$ cat config.mk
export PLATFORM = sky130hd
export DESIGN_NAME = dram_bist_ctrl_flat
export DESIGN_NICKNAME = d
export VERILOG_FILES = /design/src/rtl/dram_bist_ctrl_if.sv /design/src/rtl/dram_bist_ctrl.sv /design/src/flat_wrapper.sv
export SDC_FILE = /design/constraint.sdc
export NUM_CORES = 1
export LEC_CHECK = 0
export ABC_AREA = 1
export CORE_MARGIN = 10
export CORE_UTILIZATION = 25
export CTS_CLUSTER_DIAMETER = 200
export DETAILED_ROUTE_END_ITERATION = 8
export PLACE_DENSITY = 0.45
export SYNTH_ARGS = -nofsm -noshare
export SYNTH_HDL_FRONTEND = slang
export SYNTH_SLANG_ARGS = --single-unit
$ cat constraint.sdc
create_clock -name clk -period 1.75 [get_ports clk]
set_clock_uncertainty 0.15 [all_clocks]
set_input_delay 0.4375 -clock clk [delete_from_list [all_inputs] [get_ports clk]]
set_output_delay 0.4375 -clock clk [all_outputs]
set_load 0.01 [all_outputs]
$ cat src/rtl/dram_bist_ctrl_if.sv
`timescale 1ns/1ps
// ---------------------------------------------------------------------------
// dram_bist_ctrl_if
// Bundles the request/status handshake and the distributed-RAM port of the
// DRAM BIST controller.
//   start          controller <- requester : one-cycle test request
//   busy/done/pass controller -> requester : run status, completion pulse, result
//   err_cnt        controller -> requester : mismatch count (ADDR_W+2 bits)
//   ram_addr/di/we controller -> RAM       : shared address, write data, write enable
//   ram_do         RAM -> controller       : asynchronous read data of ram_addr
// Optional (DRAM_BIST_ERR_ADDR_EN): first_err_vld/addr/data, capture of the
// first mismatching read of a test.
// Modports: master = controller side, slave = requester/RAM side.
// ---------------------------------------------------------------------------
interface dram_bist_ctrl_if #(
  parameter int ADDR_W = 6,
  parameter int DATA_W = 8
);
  logic              start;
  logic              busy;
  logic              done;
  logic              pass;
  logic [ADDR_W+1:0] err_cnt;
  logic [ADDR_W-1:0] ram_addr;
  logic [DATA_W-1:0] ram_di;
  logic              ram_we;
  logic [DATA_W-1:0] ram_do;
`ifdef DRAM_BIST_ERR_ADDR_EN
  logic              first_err_vld;
  logic [ADDR_W-1:0] first_err_addr;
  logic [DATA_W-1:0] first_err_data;

  modport master (
    input  start, ram_do,
    output busy, done, pass, err_cnt, ram_addr, ram_di, ram_we,
    output first_err_vld, first_err_addr, first_err_data
  );

  modport slave (
    output start, ram_do,
    input  busy, done, pass, err_cnt, ram_addr, ram_di, ram_we,
    input  first_err_vld, first_err_addr, first_err_data
  );
`else
  modport master (
    input  start, ram_do,
    output busy, done, pass, err_cnt, ram_addr, ram_di, ram_we
  );

  modport slave (
    output start, ram_do,
    input  busy, done, pass, err_cnt, ram_addr, ram_di, ram_we
  );
`endif
endinterface

$ cat src/rtl/dram_bist_ctrl.sv
`timescale 1ns/1ps
// ---------------------------------------------------------------------------
// dram_bist_ctrl
// Built-in self-test sequencer for a 2**ADDR_W x DATA_W distributed RAM
// (synchronous write on clk, asynchronous read). Runs a four-pass march:
// write P, read/check P, write ~P, read/check ~P, with
// P(a) = zero_ext(a) ^ SEED, ascending addresses in every pass.
//
// Ports
//   clk    : single clock, also the RAM write clock
//   rst_n  : synchronous, active-low reset
//   bus    : dram_bist_ctrl_if.master
//            start (in), busy/done/pass/err_cnt (out),
//            ram_addr/ram_di/ram_we (out, registered), ram_do (in)
//
// Optional feature macro: DRAM_BIST_ERR_ADDR_EN
//   Adds first_err_vld/first_err_addr/first_err_data, capturing the address
//   and read data of the first mismatch of a test.
//
// Timing: busy is high for 4*2**ADDR_W + 1 cycles; the extra cycle (FLUSH)
// finishes the compare of the last RD1 address. done pulses in the first
// cycle with busy low. No combinational path exists from ram_do to outputs.
// ---------------------------------------------------------------------------
module dram_bist_ctrl #(
  parameter int                ADDR_W = 6,
  parameter int                DATA_W = 8,
  parameter logic [DATA_W-1:0] SEED   = 8'hA5
) (
  input  logic             clk,
  input  logic             rst_n,
  dram_bist_ctrl_if.master bus
);

  typedef enum logic [2:0] {
    IDLE  = 3'd0,
    WR0   = 3'd1,
    RD0   = 3'd2,
    WR1   = 3'd3,
    RD1   = 3'd4,
    FLUSH = 3'd5
  } state_t;

  localparam logic [ADDR_W-1:0] ADDR_LAST = '1;
  localparam logic [ADDR_W-1:0] ADDR_ONE  = ADDR_W'(1);
  localparam logic [ADDR_W+1:0] ERR_ONE   = (ADDR_W+2)'(1);

  state_t            state;
  logic [ADDR_W-1:0] addr_nxt;
  logic              last_addr;

  logic              vld_p1;
  logic [DATA_W-1:0] rd_p1;
  logic [DATA_W-1:0] exp_p1;
  logic              err_hit;
`ifdef DRAM_BIST_ERR_ADDR_EN
  logic [ADDR_W-1:0] addr_p1;
`endif

  // March data pattern; inv selects the complemented passes.
  function automatic logic [DATA_W-1:0] pattern(input logic [ADDR_W-1:0] a,
                                                input logic              inv);
    logic [DATA_W-1:0] p;
    p = DATA_W'(a) ^ SEED;
    return inv ? ~p : p;
  endfunction

  // The address counter is exactly ADDR_W bits wide, so the increment past
  // the last address wraps to 0, which is also the first address of the
  // following pass.
  always_comb begin
    addr_nxt  = bus.ram_addr + ADDR_ONE;
    last_addr = (bus.ram_addr == ADDR_LAST);
  end

  // ---- stage p1: capture read data and its expected value at the edge
  // ending each read address cycle (data path, no reset) ----
  always_ff @(posedge clk) begin
    rd_p1  <= bus.ram_do;
    exp_p1 <= pattern(bus.ram_addr, state == RD1);
`ifdef DRAM_BIST_ERR_ADDR_EN
    addr_p1 <= bus.ram_addr;
`endif
  end

  // ---- stage p2: whole-word compare, one cycle after capture ----
  always_comb begin
    err_hit = vld_p1 && (rd_p1 != exp_p1);
  end

  // Sequencer, result tracking and registered RAM/status outputs.
  always_ff @(posedge clk) begin
    if (!rst_n) begin
      state        <= IDLE;
      vld_p1       <= 1'b0;
      bus.busy     <= 1'b0;
      bus.done     <= 1'b0;
      bus.pass     <= 1'b0;
      bus.err_cnt  <= '0;
      bus.ram_addr <= '0;
      bus.ram_di   <= '0;
      bus.ram_we   <= 1'b0;
`ifdef DRAM_BIST_ERR_ADDR_EN
      bus.first_err_vld  <= 1'b0;
      bus.first_err_addr <= '0;
      bus.first_err_data <= '0;
`endif
    end else begin
      bus.done <= 1'b0;
      vld_p1   <= (state == RD0) || (state == RD1);

      if (err_hit) begin
        bus.err_cnt <= bus.err_cnt + ERR_ONE;
`ifdef DRAM_BIST_ERR_ADDR_EN
        if (!bus.first_err_vld) begin
          bus.first_err_vld  <= 1'b1;
          bus.first_err_addr <= addr_p1;
          bus.first_err_data <= rd_p1;
        end
`endif
      end

      case (state)
        IDLE: begin
          if (bus.start) begin
            state        <= WR0;
            bus.busy     <= 1'b1;
            bus.pass     <= 1'b0;
            bus.err_cnt  <= '0;
            bus.ram_addr <= '0;
            bus.ram_we   <= 1'b1;
            bus.ram_di   <= pattern('0, 1'b0);
`ifdef DRAM_BIST_ERR_ADDR_EN
            bus.first_err_vld  <= 1'b0;
            bus.first_err_addr <= '0;
            bus.first_err_data <= '0;
`endif
          end
        end

        WR0: begin
          bus.ram_addr <= addr_nxt;
          if (last_addr) begin
            state      <= RD0;
            bus.ram_we <= 1'b0;
          end else begin
            bus.ram_di <= pattern(addr_nxt, 1'b0);
          end
        end

        RD0: begin
          bus.ram_addr <= addr_nxt;
          if (last_addr) begin
            state      <= WR1;
            bus.ram_we <= 1'b1;
            bus.ram_di <= pattern('0, 1'b1);
          end
        end

        WR1: begin
          bus.ram_addr <= addr_nxt;
          if (last_addr) begin
            state      <= RD1;
            bus.ram_we <= 1'b0;
          end else begin
            bus.ram_di <= pattern(addr_nxt, 1'b1);
          end
        end

        RD1: begin
          bus.ram_addr <= addr_nxt;
          if (last_addr) begin
            state <= FLUSH;
          end
        end

        FLUSH: begin
          // The last compare lands on this same edge, so the verdict folds
          // it in rather than looking at the not-yet-updated counter.
          state    <= IDLE;
          bus.busy <= 1'b0;
          bus.done <= 1'b1;
          bus.pass <= (bus.err_cnt == '0) && !err_hit;
        end

        default: begin
          state      <= IDLE;
          bus.busy   <= 1'b0;
          bus.ram_we <= 1'b0;
        end
      endcase
    end
  end

endmodule

$ cat src/flat_wrapper.sv
// flat-port wrapper written by rule: the top's interface ports become plain ports
module dram_bist_ctrl_flat 
#(
  parameter int                ADDR_W = 6,
  parameter int                DATA_W = 8,
  parameter logic [DATA_W-1:0] SEED   = 8'hA5
)
  (clk, rst_n, bus_start, bus_ram_do, bus_busy, bus_done, bus_pass, bus_err_cnt, bus_ram_addr, bus_ram_di, bus_ram_we);
  dram_bist_ctrl_if #(.ADDR_W(ADDR_W), .DATA_W(DATA_W)) bus_i ();
  input  logic clk;
  input  logic rst_n;
  input wire logic [$bits(bus_i.start)-1:0] bus_start;
  input wire logic [$bits(bus_i.ram_do)-1:0] bus_ram_do;
  output wire logic [$bits(bus_i.busy)-1:0] bus_busy;
  output wire logic [$bits(bus_i.done)-1:0] bus_done;
  output wire logic [$bits(bus_i.pass)-1:0] bus_pass;
  output wire logic [$bits(bus_i.err_cnt)-1:0] bus_err_cnt;
  output wire logic [$bits(bus_i.ram_addr)-1:0] bus_ram_addr;
  output wire logic [$bits(bus_i.ram_di)-1:0] bus_ram_di;
  output wire logic [$bits(bus_i.ram_we)-1:0] bus_ram_we;
  assign bus_i.start = bus_start;
  assign bus_i.ram_do = bus_ram_do;
  assign bus_busy = bus_i.busy;
  assign bus_done = bus_i.done;
  assign bus_pass = bus_i.pass;
  assign bus_err_cnt = bus_i.err_cnt;
  assign bus_ram_addr = bus_i.ram_addr;
  assign bus_ram_di = bus_i.ram_di;
  assign bus_ram_we = bus_i.ram_we;
  dram_bist_ctrl #(.ADDR_W(ADDR_W), .DATA_W(DATA_W), .SEED(SEED)) u_core (.clk(clk), .rst_n(rst_n), .bus(bus_i));
endmodule
==> impl_results.md <==
- Site Rows: 33
- Die Y: 112.1 um
- Iter 0 DRT Violations: 105
- Worst endpoint required time: 1.16 ns
- Die width: 112.1 um
- Count of cell types in the netlist: 27
- Total gr overflow: 0
- CP arrival: 1.09 ns
- First-pass GRT wire length: 9.183 mm
- Post-synthesis cell area: 2118 um^2
- Layout Utilization: 35.68%
- Max-Cap Viols: 0
- Die area: 12,560 um^2
- Clock power share: 17.0%
- Worst Tran Pin Value: 0.4710 ns
- Antenna cell count: 0
- EDFF count, synth: 0
- Routed WL: 5.339 mm
- Rel. slew slack: 68.56%
- DRC: 0
- HP Class: flip-flop to flip-flop
- Status: finished clean
- Vias: 1,929
- Fin Hold WS: 0.3204 ns
- Fin. Hold Viols: 0
- Final HPWL from detailed placement: 4.090 mm
- Hold Buf Count CTS: 0
- Sequential fraction of design power: 34.8%
- CTS tree: yes
- Worst Path Class, Setup: flip-flop to primary output
- Setup Fix Bufs, Post-CTS: 0
- Area grow syn2layout: 38.39%
- Pwr Density: 1379 nW/um^2
- Pint: 0.002387 W
- NetSw: 0.001655 W
- Top FF cell, synth: dfxtp_1
- CTS H-tree lvls: 2
- Via density: 4.175
- FFs w/ async S/R, synth: 0%
- Leakage: 1.393 nW
- Wire length per cell: 11.56 um
- Maximum fanout along the worst path: 5
- # fillers: 868
- Final std cell area, no fill: 2932 um^2
- Starting Density: 25.78%
- # IOs: 37
- First-pass DRT Iterations: 5
- Seq cells post-synth: 46
- Clock buffer count from CTS: 5
- Switching Share: 40.94%
- Syn Area/Cell: 7.304 um^2
- Comb power frac: 48.2%
- CTS Root Cell: clkbuf_8
- Gpl congestion: 0.8024
- Post-route ant nets: 0
- YS warnings: 0
- Tmin final: 1.675 ns
- Fraction of layout cells with a size suffix above 1: 22.13%
- Seq/Total Area, Yosys: 43.47%
- Initial antenna violation count: 0
- Vias in the first global route: 1,917
- Clock latency on the worst-skew pair: 0.30 ns
- Post-Syn Instances: 290
- I/O Buffers: 36
- Core area: 8217 um^2
- Clk sink count: 46
- Maximum vdd drop: 0.0007696 V
- Syn_nets: 304
- Fmax: 596.9 MHz
- DP Area: 2788 um^2
- Endpoint type of the worst setup path: primary output
- Final nets: 370
- Critical path launch point type: flip-flop
- Post-route clock period utilization: 95.73%
- # setup viols final: 0
- Clock buffer depth: 2
- Gr usage total: 8.618%
- Clock-pin slew on the worst setup and hold paths: 0.10 ns
- Largest net degree at the start of global routing: 17
- Fin. max-slew vios: 0
-- per-stage QoR --
stage | setup WS, ns | total power (W) | setup TNS (ns) | instances
floorplan | 0.06234 | 0.002597 | 0 | 290
CTS | 0.01258 | 0.004060 | 0 | 462
finish | 0.07469 | 0.004042 | 0 | 462
detailed placement | -0.09846 | 0.003393 | -1.201 | 454
global route | -0.01734 | 0.004427 | -0.01734 | 462
global placement | -0.08506 | 0.003393 | -0.9113 | 454
-- per-layer routing --
metal	GRT usage (%)	share of wire, %
met2	13.25	43
met3	2.929	5.1
met1	10.99	50
met4	2.961	1.5
met5	0	0
-- cell type report --
| class | count | area, um^2 | share of cell area (%) |
|---|---|---|---|
| sequential | 46 | 930.9 | 31.75 |
| clock inverter | 3 | 25.02 | 0.8536 |
| tap | 105 | 131.4 | 4.481 |
| clock buffer | 5 | 68.82 | 2.347 |
| multi-input combinational | 204 | 1095 | 37.35 |
| inverter | 33 | 123.9 | 4.225 |
| timing repair buffer | 66 | 556.8 | 18.99 |
-- power groups by stage --
stage / sequential (W) / clock [W] / combinational [W]
after CTS: 0.00141 / 0.000725 / 0.00192
after floorplan: 0.00149 / 0 / 0.00111
final: 0.00141 / 0.000688 / 0.00195
after detailed placement: 0.00143 / 0 / 0.00196
after global routing: 0.00144 / 0.000765 / 0.00222
after global placement: 0.00143 / 0 / 0.00196
-- worst max-delay path, stage by stage, from the launching register on --
cell and delay [ns]:
dfxtp_2 0.34, buf_4 0.15, dlygate4sd2_1 0.28
-- worst paths after layout --
| kind | startpoint | endpoint | slack (ns) | cells past startpoint |
|---|---|---|---|---|
| max | u_core.bus.ram_addr[1] | bus_ram_addr[1] | 0.07 | 2 |
| min | u_core.bus.ram_di[6] | u_core.bus.ram_di[6] | 0.32 | 2 |
| max reg2reg | u_core.bus.ram_addr[0] | u_core.bus.ram_di[5] | 0.12 | 10 |
| min reg2reg | u_core.bus.ram_di[6] | u_core.bus.ram_di[6] | 0.32 | 2 |
-- logic make-up after synthesis --
group | after synthesis | synth area share (%)
simple gates | 148 | 30.54
buf+inv | 40 | 8.210
compound gates | 37 | 9.392
fa+ha+maj | 3 | 1.772
xor+xnor | 16 | 6.616
flops | 46 | 43.47
-- what timing repair did --
item	4_1_cts	5_1_grt
pin swaps	4	10
resized for setup	39	12
endpoints found under the hold margin	0	0
setup endpoints to repair	33	11
-- synthesized netlist by cell type (all sizes together), types with 2 or more instances --
cell	n	area [um^2]
nand2	83	321.5
dfxtp	46	920.9
nor2	39	166.4
inv	33	123.9
a21oi	22	117.6
nand3	17	90.09
o21ai	13	65.06
xor2	9	78.83
xnor2	7	61.31
nand4	6	43.79
buf	5	42.53
ha	3	37.54
nor3	3	25.02
clkbuf	2	7.510
-- cells in the final DEF, fill, tap and decap left out, types with 7 or more instances in the layout --
| master | netlist | layout |
|---|---|---|
| nand3_1 | 16 | 14 |
| nand2_1 | 79 | 73 |
| dlygate4sd2_1 | 0 | 26 |
| buf_4 | 2 | 29 |
| xor2_1 | 9 | 9 |
| dfxtp_1 | 46 | 38 |
| nand2_2 | 4 | 10 |
| nor2_1 | 33 | 32 |
| dfxtp_2 | 0 | 8 |
| a21oi_1 | 20 | 18 |
| clkdlybuf4s50_1 | 0 | 10 |
| inv_1 | 28 | 28 |
| o21ai_1 | 6 | 7 |
| xnor2_1 | 7 | 7 |
-- flip-flops by register name, summed over array words and instances (netlist names) --
| name | count |
|---|---|
| u_core.bus.busy | 1 |
| u_core.bus.done | 1 |
| u_core.bus.err_cnt | 8 |
| u_core.bus.pass | 1 |
| u_core.bus.ram_addr | 6 |
| u_core.bus.ram_di | 8 |
| u_core.bus.ram_we | 1 |
| u_core.exp_p1 | 8 |
| u_core.rd_p1 | 8 |
| u_core.state | 3 |
| u_core.vld_p1 | 1 |
No activity file was read; power rests on OpenSTA's default activity.
